$ cat src/rtl/reset_boot_system.sv
// Boot reset sequencer: synchronizes the external reset release, then
// stages system reset and core reset deassertion from a counted delay.
module reset_boot_system #(
    parameter int unsigned CYCLES     = 20,
    parameter int unsigned CORE_DELAY = 4
) (
    input  logic clk,
    input  logic rst_n,
    input  logic sw_rst_req_i,
    output logic rst_n_o,
    output logic rst_core_o,
    output logic boot_done_o
);

    localparam logic [1:0] S_HOLD      = 2'd0;
    localparam logic [1:0] S_COUNT     = 2'd1;
    localparam logic [1:0] S_CORE_WAIT = 2'd2;
    localparam logic [1:0] S_RUN       = 2'd3;

    localparam logic [15:0] CYC_LAST  = 16'(CYCLES - 1);
    localparam logic [7:0]  CORE_LAST =
        (CORE_DELAY == 0) ? 8'd0 : 8'(CORE_DELAY - 1);

    // Power-up values match HOLD so a boot sequence runs with rst_n tied high.
    logic [1:0]  sync_q     = 2'b00;
    logic [1:0]  state_q    = S_HOLD;
    logic [15:0] cyc_q      = 16'd0;
    logic [7:0]  core_q     = 8'd0;
    logic        rstn_q     = 1'b0;
    logic        core_rst_q = 1'b1;
    logic        boot_q     = 1'b0;

    logic [1:0]  state_d;
    logic [15:0] cyc_d;
    logic [7:0]  core_d;
    logic        rstn_d;
    logic        core_rst_d;
    logic        boot_d;
    logic        step;
    logic        restart;

    always_comb begin
        state_d    = state_q;
        cyc_d      = cyc_q;
        core_d     = core_q;
        rstn_d     = rstn_q;
        core_rst_d = core_rst_q;
        boot_d     = boot_q;
        step       = 1'b0;
        restart    = 1'b0;

        case (state_q)
            // The release edge itself is the first counted cycle.
            S_HOLD:      step = sync_q[1];
            S_COUNT: begin
                if (sw_rst_req_i) restart = 1'b1;
                else              step    = 1'b1;
            end
            S_CORE_WAIT: begin
                if (sw_rst_req_i) begin
                    restart = 1'b1;
                end else if (core_q == CORE_LAST) begin
                    core_d     = 8'd0;
                    core_rst_d = 1'b0;
                    boot_d     = 1'b1;
                    state_d    = S_RUN;
                end else begin
                    core_d = core_q + 8'd1;
                end
            end
            S_RUN:       restart = sw_rst_req_i;
            default:     restart = 1'b1;
        endcase

        if (step) begin
            if (cyc_q == CYC_LAST) begin
                cyc_d  = 16'd0;
                core_d = 8'd0;
                rstn_d = 1'b1;
                if (CORE_DELAY == 0) begin
                    core_rst_d = 1'b0;
                    boot_d     = 1'b1;
                    state_d    = S_RUN;
                end else begin
                    state_d = S_CORE_WAIT;
                end
            end else begin
                cyc_d   = cyc_q + 16'd1;
                state_d = S_COUNT;
            end
        end

        if (restart) begin
            state_d    = S_COUNT;
            cyc_d      = 16'd0;
            core_d     = 8'd0;
            rstn_d     = 1'b0;
            core_rst_d = 1'b1;
            boot_d     = 1'b0;
        end
    end

    always_ff @(posedge clk or negedge rst_n) begin
        if (!rst_n) begin
            sync_q     <= 2'b00;
            state_q    <= S_HOLD;
            cyc_q      <= 16'd0;
            core_q     <= 8'd0;
            rstn_q     <= 1'b0;
            core_rst_q <= 1'b1;
            boot_q     <= 1'b0;
        end else begin
            sync_q     <= {sync_q[0], 1'b1};
            state_q    <= state_d;
            cyc_q      <= cyc_d;
            core_q     <= core_d;
            rstn_q     <= rstn_d;
            core_rst_q <= core_rst_d;
            boot_q     <= boot_d;
        end
    end

    assign rst_n_o     = rstn_q;
    assign rst_core_o  = core_rst_q;
    assign boot_done_o = boot_q;

endmodule

$ cat config.mk
export PLATFORM = sky130hd
export DESIGN_NAME = reset_boot_system
export DESIGN_NICKNAME = d
export VERILOG_FILES = /design/src/rtl/reset_boot_system.sv
export SDC_FILE = /design/constraint.sdc
export NUM_CORES = 1
export LEC_CHECK = 0
export CORE_UTILIZATION = 60
export CTS_CLUSTER_SIZE = 14
export DETAILED_ROUTE_END_ITERATION = 8
export PLACE_DENSITY_LB_ADDON = 0.08
export SLEW_MARGIN = 40
export SYNTH_ARGS = -nofsm -noshare
export SYNTH_HDL_FRONTEND = slang
export SYNTH_SLANG_ARGS = --single-unit
$ cat constraint.sdc
create_clock -name clk -period 1.9 [get_ports clk]
set_input_delay 0.285 -clock clk [delete_from_list [all_inputs] [get_ports clk]]
set_output_delay 0.285 -clock clk [all_outputs]
set_load 0.005 [all_outputs]
==> After elaboration in Yosys (flattened, before gate mapping) <==
Cells that the tools add are included.
Widths: inputs -> output; s select.
{ "word_totals": {"inputBits": 3, "out_inout_bits": 3, "elab_cells": 57, "ff_bits": 31} }
{ "op_classes": {"add_sub_neg": 2, "reduce_logical": 11, "muxes": 30, "eq_ne": 7} }
{ "op_table": {"columns": ["op", "n"], "rows": [
  ["$mux 16", 3],
  ["$mux 8", 6],
  ["$add 16x1->16 const B", 1],
  ["$eq 16x5->1 const B", 1],
  ["$mux 1", 13],
  ["$mux 2", 6],
  ["$add 8x1->8 const B", 1],
  ["$eq 8x2->1 const B", 1],
  ["$reduce_bool 2->1", 4],
  ["$reduce_and 3->1", 2],
  ["$reduce_bool 3->1", 2],
  ["$eq 2x2->1 const B", 2],
  ["$pmux 1 s2", 2],
  ["$ne 3x1->1 const B", 1],
  ["$eq 2x1->1 const B", 1],
  ["$logic_not 2->1", 1],
  ["$ne 2x1->1 const B", 1],
  ["$reduce_and 2->1", 1],
  ["$reduce_or 2->1", 1]
]} }

==> Depth between registers and ports, before layout <==
Gate-level depths: netlist (run 1).
{ "depth": {"ltp_word": 7, "depth_mapped": 6, "ltp_nobuf": 5} }

==> Worst setup path before layout (run 1) <==
Ideal clock, no wire load.
{ "synth_timing": {"path_type": "register to register", "startpoint": "reg cyc_q[0]", "endpoint": "reg cyc_q[12]", "setup_slack_ps": 215, "arrival_time_ps": 1598, "n_path_buf": 0, "period_less_slack_ps": 1685, "stages_incl_launch_ff": 6, "t_required_ps": 1813, "setup_ps": 87, "cell_sequence": "dfrtp_1 > ha_1 > nand3_4 > or4_1 > or2_0 > o211ai_1"} }
{ "synth_via": {"elab_chain_cells": 4, "word_cells_on_any_way": 5, "classes_between": "add/sub: 1; eq/ne: 1; mux: 3"} }
{ "synth_lines": {"columns": ["element", "line_no", "text"], "rows": [
  ["start: declaration", "27", "logic [15:0] cyc_q = 16'd0;"],
  ["start signal: assignment", "115", "cyc_q <= cyc_d;"],
  ["$add 16x1->16 / $eq 16x5->1 (equally long branches)", "88, 76", null],
  ["$mux 16 *", "76", "if (cyc_q == CYC_LAST) begin"],
  ["$mux 16 *", "75", "if (step) begin"],
  ["$mux 16 *", "93", "if (restart) begin"]
]} }
Every way passes the cells marked *; elsewhere a longest branch is shown, timed or not. The select of a mux whose other input is x is not followed.
A chain may end at the register's enable or synchronous reset.

==> Worst setup path in the final report (run 1) <==
{ "layout_timing": {"startpoint": "reg state_q[1]", "endpoint": "reg core_q[7]"} }
{ "layout_via": {"elab_chain_cells": 5, "word_cells_on_any_way": 11, "classes_between": "eq/ne: 3; mux: 6; reduce/logical: 2"} }
{ "layout_lines": {"columns": ["element", "line_no", "text"], "rows": [
  ["start: declaration", "26", "logic [1:0] state_q = S_HOLD;"],
  ["start signal: assignment", "114", "state_q <= state_d;"],
  ["$eq 2x2->1", "52", "case (state_q)"],
  ["$mux 8", "52", null],
  ["$mux 8", "76", null],
  ["$mux 8", "75", null],
  ["$mux 8 *", "93", null],
  ["via core_d[7]", "35", "logic [7:0] core_d;"],
  ["end signal: assignment", "116", "core_q <= core_d;"],
  ["end: declaration", "28", "logic [7:0] core_q = 8'd0;"]
]} }
The timed path passes the listed nets; every way through them passes the cells marked *.

==> flow_metrics.py, run 1 <==
metrics = {
    "setup_path": {
        "crit_required_ns": 2.13,
        "crit_buf_inv": 0,
        "cpPeakStageDelay_ns": 0.57,
        "reg2reg_from": "state_q[1]",
        "crit_path_end_kind": "register",
        "cp_max_fo": 12,
        "path_class": "reg2reg",
        "cp-startpoint": "state_q[1]",
        "crit_path_cell_trace": "or3b_1 > nor4_4 > xnor2_1 > nor3_2",
        "cp_slowest_cell": "dfrtp_1",
        "critPathLaunchType": "register",
        "cp_top_family": "simple AND/OR/NAND/NOR gates",
        "arrival_ns": 2.01,
    },
    "power": {
        "total_power_uw": 1230,
        "vdd_ir_drop_max_uv": 482,
        "p_leak_uw": 0.000806,
        "power_density_nw_per_um2": 617,
    },
    "sta": {
        "fin_skew_ns": 0.00963,
        "min_period_over_period": 0.940,
        "relSlewSlack": 0.522,
        "finalSetupTns_ns": 0,
        "fin_crit_ns": 1.79,
        "fmax_mhz": 560,
        "rsz0062_at_grt": "false",
        "final_hold_viol_count": 0,
        "maxSlewViolCount": 0,
        "setup_viol": 0,
        "tightest_slew_ns": 0.713,
    },
    "cells_and_area": {
        "diodes": 0,
        "syn_to_final_growth_pct": 10.5,
        "multiInputGateArea_um2": 926,
        "layout.nets": 213,
        "layout.cells.non_filler": 240,
        "ff_latch_area_um2": 777,
        "final_util": 0.707,
        "fin_area_um2": 1980,
        "drive_gt1_frac": 0.144,
        "final_common_cell": "dfrtp_1",
        "mostFrequentLayoutCells": "30 x dfrtp_1, 18 x nand2_1, 17 x nand3_1, 17 x a31oi_1, 13 x buf_4",
        "fill_cells": 219,
    },
    "global_routing": {
        "track_usage": 0.286,
        "grt_max_degree": 32,
        "antenna_found_initial": 0,
        "grt_pass1_wl_um": 7090,
        "grt_pass1_vias": 1556,
        "grt-ovfl-total": 0,
    },
    "die": {
        "io_pins": 6,
        "die-area_um2": 3220,
        "die-width_um": 56.7,
        "die_h_um": 56.7,
        "start_util": 0.640,
        "rows": 19,
        "core-area_um2": 2810,
    },
    "cts": {
        "cts_root_buf": "clkbuf_4",
        "clk_path_buf_depth": 2,
        "cts_inserted_buffers": 5,
        "postCtsSetupBuffers": 0,
        "worstSkewPairLatency_ns": 0.34,
        "clk_pin_slew_ns": 0.10,
        "cts_max_level": 2,
        "clock_sinks": 31,
        "cts_tree": "done",
    },
    "route": {
        "wl_um": 3840,
        "post_drt_via_cell_ratio": 6.65,
        "final_antenna_net_count": 0,
        "dr.pass1.iters": 5,
        "post-route-drc-count": 0,
        "drt_iter0_markers": 90,
        "wl_per_cell_um": 16.0,
        "vias": 1595,
    },
    "logic_synthesis": {
        "yosysTopAreaCellShare": 0.418,
        "ys_ff_latch": 31,
        "syn_nets": 198,
        "ys_types": 54,
        "syn_avg_cell_area_um2": 9.30,
        "ys.flop_type": "dfrtp_1",
        "netlist_instances": 193,
        "ys_async_sr_fraction": 1.00,
        "mappedNetlistArea_um2": 1800,
        "ys_top_cells_by_area": "dfrtp_1 42%, a31oi_1 5.9%, nand3_1 4.7%",
        "synth_edf_count": 0,
        "yosysTopAreaCell": "dfrtp_1",
        "yosysWarnings": 0,
        "seq_area_frac_synth": 0.433,
    },
    "run_status": {
        "status": "finished clean",
    },
    "placement": {
        "place_area_um2": 1930,
        "hpwl_um": 2640,
        "numPortBuffers": 5,
        "place_inst": 232,
        "gp_congestion": 0.817,
    },
    "run": {
        "maxCapViolations": 0,
    },
    "worst_hold_path": {
        "min_path_type": "in2async",
    },
}
==> flip-flops by register name, summed over array words and instances (netlist names) <==
signal and cells:
sync_q 2, rst_core_o 1, state_q 2, boot_done_o 1, core_q 8, rst_n_o 1
cyc_q 16
==> worst reg2reg max path, stage by stage (launching register included) <==
cell and delay, ns:
dfrtp_1 0.57, or3b_1 0.56, nor4_4 0.33, xnor2_1 0.17, nor3_2 0.05
==> worst paths after layout <==
kind / end / slack [ns] / cells past startpoint
hold reg to reg: sync_q[1] / 0.37 / 0
setup / recovery: core_q[7] / 0.11 / 4
min in group clk: sync_q[1] / 0.37 / 0
max in group asynchronous: rst_core_o / 1.25 / 2
hold / removal: cyc_q[4] / 0.33 / 2
setup reg to reg: core_q[7] / 0.11 / 4
==> Yosys cell counts (2+ instances only) <==
master    instances
dfrtp_1          30
nand2_1          18
a31oi_1          17
nand3_1          17
nor3_1            8
inv_1             7
nand4_1           7
nor2_1            6
a21oi_1           5
o21ai_0           5
or3_1             5
and3_1            4
buf_2             4
nor4_1            4
or4_1             4
nand2b_1          3
xnor2_1           3
a21oi_2           2
a41oi_1           2
buf_4             2
buf_6             2
clkbuf_1          2
ha_1              2
nand3b_1          2
o211ai_1          2
o31a_1            2
==> per-stage QoR <==
step	worst slack (ns)	hold slack (ns)
floorplan	0.215	-0.0106
global placement	0.0254	0.344
detailed placement	0.00188	0.348
CTS	0.0956	0.345
global route	0.00469	0.372
finish	0.114	0.333
==> kinds of logic (layout without fill, tap and decap cells) <==
kind of cell    after synthesis  count (layout)  share of synthesized area
compound gates               47              47                      0.180
xor+xnor                      4               4                     0.0195
fa+ha+maj                     2               2                     0.0139
buf+inv                      18              34                     0.0530
flops                        31              31                      0.433
other cells                   1               1                    0.00209
simple gates                 90              90                      0.299
==> report_power, final <==
group / leakage [uW] / internal (uW) / switching (uW)
Sequential: 0.000414 / 685 / 48.8
Clock: 0.0000265 / 147 / 228
Combinational: 0.000365 / 54.7 / 61.6
==> layer usage <==
metal / GRT usage / share of wire
met1: 0.388 / 0.46
met2: 0.440 / 0.46
met3: 0.0507 / 0.058
met4: 0.139 / 0.015
met5: 0 / 0
==> area by class of cell <==
cell class	instances	share of cell area
multi-input cells	144	0.467
flip-flops and latches	31	0.392
repair buffers	19	0.0845
clock buffers	8	0.0246
well taps	31	0.0195
inverters	7	0.0132
==> what timing repair did <==
item	in CTS	in global routing
hold buffers	0	0
setup endpoints to repair	0	1
gates resized for setup	0	1
(Power assumes the default switching activity.)
==> run 2, diff against run 1 <==
Settings changed: CAP_MARGIN from default to 10, CORE_ASPECT_RATIO from default to 1.2, CTS_CLUSTER_SIZE 14 to default.
==> flow_metrics.py, run 2 (synthesis gave the netlist of run 1 again) <==
metrics = {
    "cells_and_area": {
        "largest_register_ff_count": 16,
        "final_common_cell": "dfrtp_1",
        "ff_latch_area_um2": 777,
        "layout.nets": 218,
        "drive_gt1_frac": 0.178,
        "regMostFlops": "cyc_q",
        "syn_to_final_growth_pct": 15.0,
        "fill_cells": 215,
        "mostFrequentLayoutCells": "30 x dfrtp_1, 18 x nand2_1, 17 x nand3_1, 17 x a31oi_1, 17 x buf_4",
        "diodes": 0,
        "layout.cells.non_filler": 248,
        "largestRegisters": "cyc_q x16, core_q x8",
        "multiInputGateArea_um2": 932,
        "fin_area_um2": 2060,
    },
    "global_routing": {
        "track_usage": 0.282,
        "antenna_found_initial": 0,
        "grt_pass1_wl_um": 6620,
        "grt_max_degree": 32,
        "grt_pass1_vias": 1490,
        "grt-ovfl-total": 0,
    },
    "sta": {
        "min_period_over_period": 0.932,
        "relSlewSlack": 0.472,
        "final_hold_viol_count": 0,
        "fin_crit_ns": 1.77,
        "tightest_slew_ns": 0.787,
        "fmax_mhz": 564,
        "maxSlewViolCount": 0,
        "setup_viol": 0,
        "rsz0062_at_grt": "false",
        "fin_skew_ns": 0.0133,
    },
    "die": {
        "io_pins": 6,
        "core-area_um2": 2810,
        "start_util": 0.639,
        "die-width_um": 51.9,
        "die_h_um": 61.9,
        "die-area_um2": 3220,
        "rows": 21,
    },
    "setup_path": {
        "crit_buf_inv": 2,
        "cp_slowest_cell": "dfrtp_1",
        "cp_top_family": "simple AND/OR/NAND/NOR gates",
        "path_class": "reg2reg",
        "cp_max_fo": 21,
        "arrival_ns": 1.98,
        "crit_required_ns": 2.11,
        "cpPeakStageDelay_ns": 0.39,
        "critPathLaunchType": "register",
        "cp-startpoint": "cyc_q[1]",
        "reg2reg_from": "cyc_q[1]",
        "crit_path_end_kind": "register",
        "crit_path_cell_trace": "ha_2 > nor4b_2 > nand4_1 > buf_12 > a21oi_2 > buf_4 > nor3_1",
    },
    "placement": {
        "hpwl_um": 2820,
        "place_area_um2": 1990,
        "numPortBuffers": 5,
        "place_inst": 240,
        "gp_congestion": 0.881,
    },
    "power": {
        "power_density_nw_per_um2": 644,
        "p_sw_frac": 0.262,
        "clockPowerShare": 0.332,
        "vdd_ir_drop_max_uv": 473,
        "p_leak_uw": 0.000852,
        "power.switching_uw": 347,
        "p_int_uw": 981,
        "comb_power_share": 0.130,
        "seq_power_share": 0.537,
    },
    "cts": {
        "worstSkewPairLatency_ns": 0.33,
        "clock_sinks": 31,
        "clk_path_buf_depth": 2,
        "cts_root_buf": "clkbuf_4",
        "cts_tree": "done",
        "cts_hold_buf": 0,
        "cts_inserted_buffers": 5,
        "clk_pin_slew_ns": 0.10,
        "cts_max_level": 2,
    },
    "route": {
        "post-route-drc-count": 0,
        "post_drt_via_cell_ratio": 6.50,
        "final_antenna_net_count": 0,
        "dr.pass1.iters": 5,
        "vias": 1612,
        "wl_um": 4060,
        "drt_iter0_markers": 67,
        "wl_per_cell_um": 16.4,
    },
    "worst_hold_path": {
        "min_path_type": "in2async",
    },
    "run_status": {
        "status": "finished clean",
    },
    "run": {
        "maxCapViolations": 0,
    },
}
[run 2: repair_timing]
| item | in CTS | in global routing |
|---|---|---|
| gates resized for setup | 0 | 2 |
| hold endpoints to repair | 0 | 0 |
| endpoints found under the setup margin | 0 | 3 |
| buffers inserted | 0 | 0 |
[run 2: path summary, 6_finish.rpt]
path / to / slack, ns / depth (start not counted)
min: core_q[5] / 0.33 / 2
max in group asynchronous: rst_core_o / 1.26 / 2
max reg2reg: core_q[6] / 0.13 / 7
min reg2reg: sync_q[1] / 0.37 / 0
min in group clk: sync_q[1] / 0.37 / 0
max: core_q[6] / 0.13 / 7
[run 2: metal layers]
layer  track usage  vias to the layer above  routed length, um
met5             0                        -                  0
met4         0.143                        0                 89
met3        0.0535                       10                150
met2         0.498                       39               2100
met1         0.326                      779               1720
li1              -                      784                  -
[run 2: stage by stage]
step                utilization  hold WS [ns]  total power [uW]  setup WS, ns  setup TNS [ns]
floorplan                     -       -0.0106               823         0.215               0
global placement          0.707         0.332               888       0.00745               0
detailed placement        0.707         0.350               894       -0.0640         -0.0640
CTS                       0.731         0.343              1330         0.115               0
global route              0.734         0.385              1390       0.00355               0
finish                    0.734         0.328              1330         0.129               0
[run 2: layout make-up]
cell class / instances / share of cell area
Clock buffer: 8 / 0.0333
Multi-Input combinational cell: 144 / 0.452
Timing Repair Buffer: 24 / 0.105
Inverter: 7 / 0.0127
Sequential cell: 31 / 0.376
Tap cell: 34 / 0.0206
[run 2: worst register-to-register path: cells and delay by family (launching register included)]
kind | cells | cell delay (ns)
compound gates | 1 | 0.15
simple gates | 3 | 0.48
flops | 1 | 0.39
fa+ha+maj | 1 | 0.25
buf+inv | 2 | 0.39
[run 2: power groups by stage]
stage | Combinational (uW) | Clock (uW) | Sequential [uW]
after floorplan | 111 | 0 | 712
after global placement | 165 | 0 | 722
after detailed placement | 171 | 0 | 723
after CTS | 171 | 446 | 711
after global routing | 196 | 480 | 717
final | 173 | 441 | 714
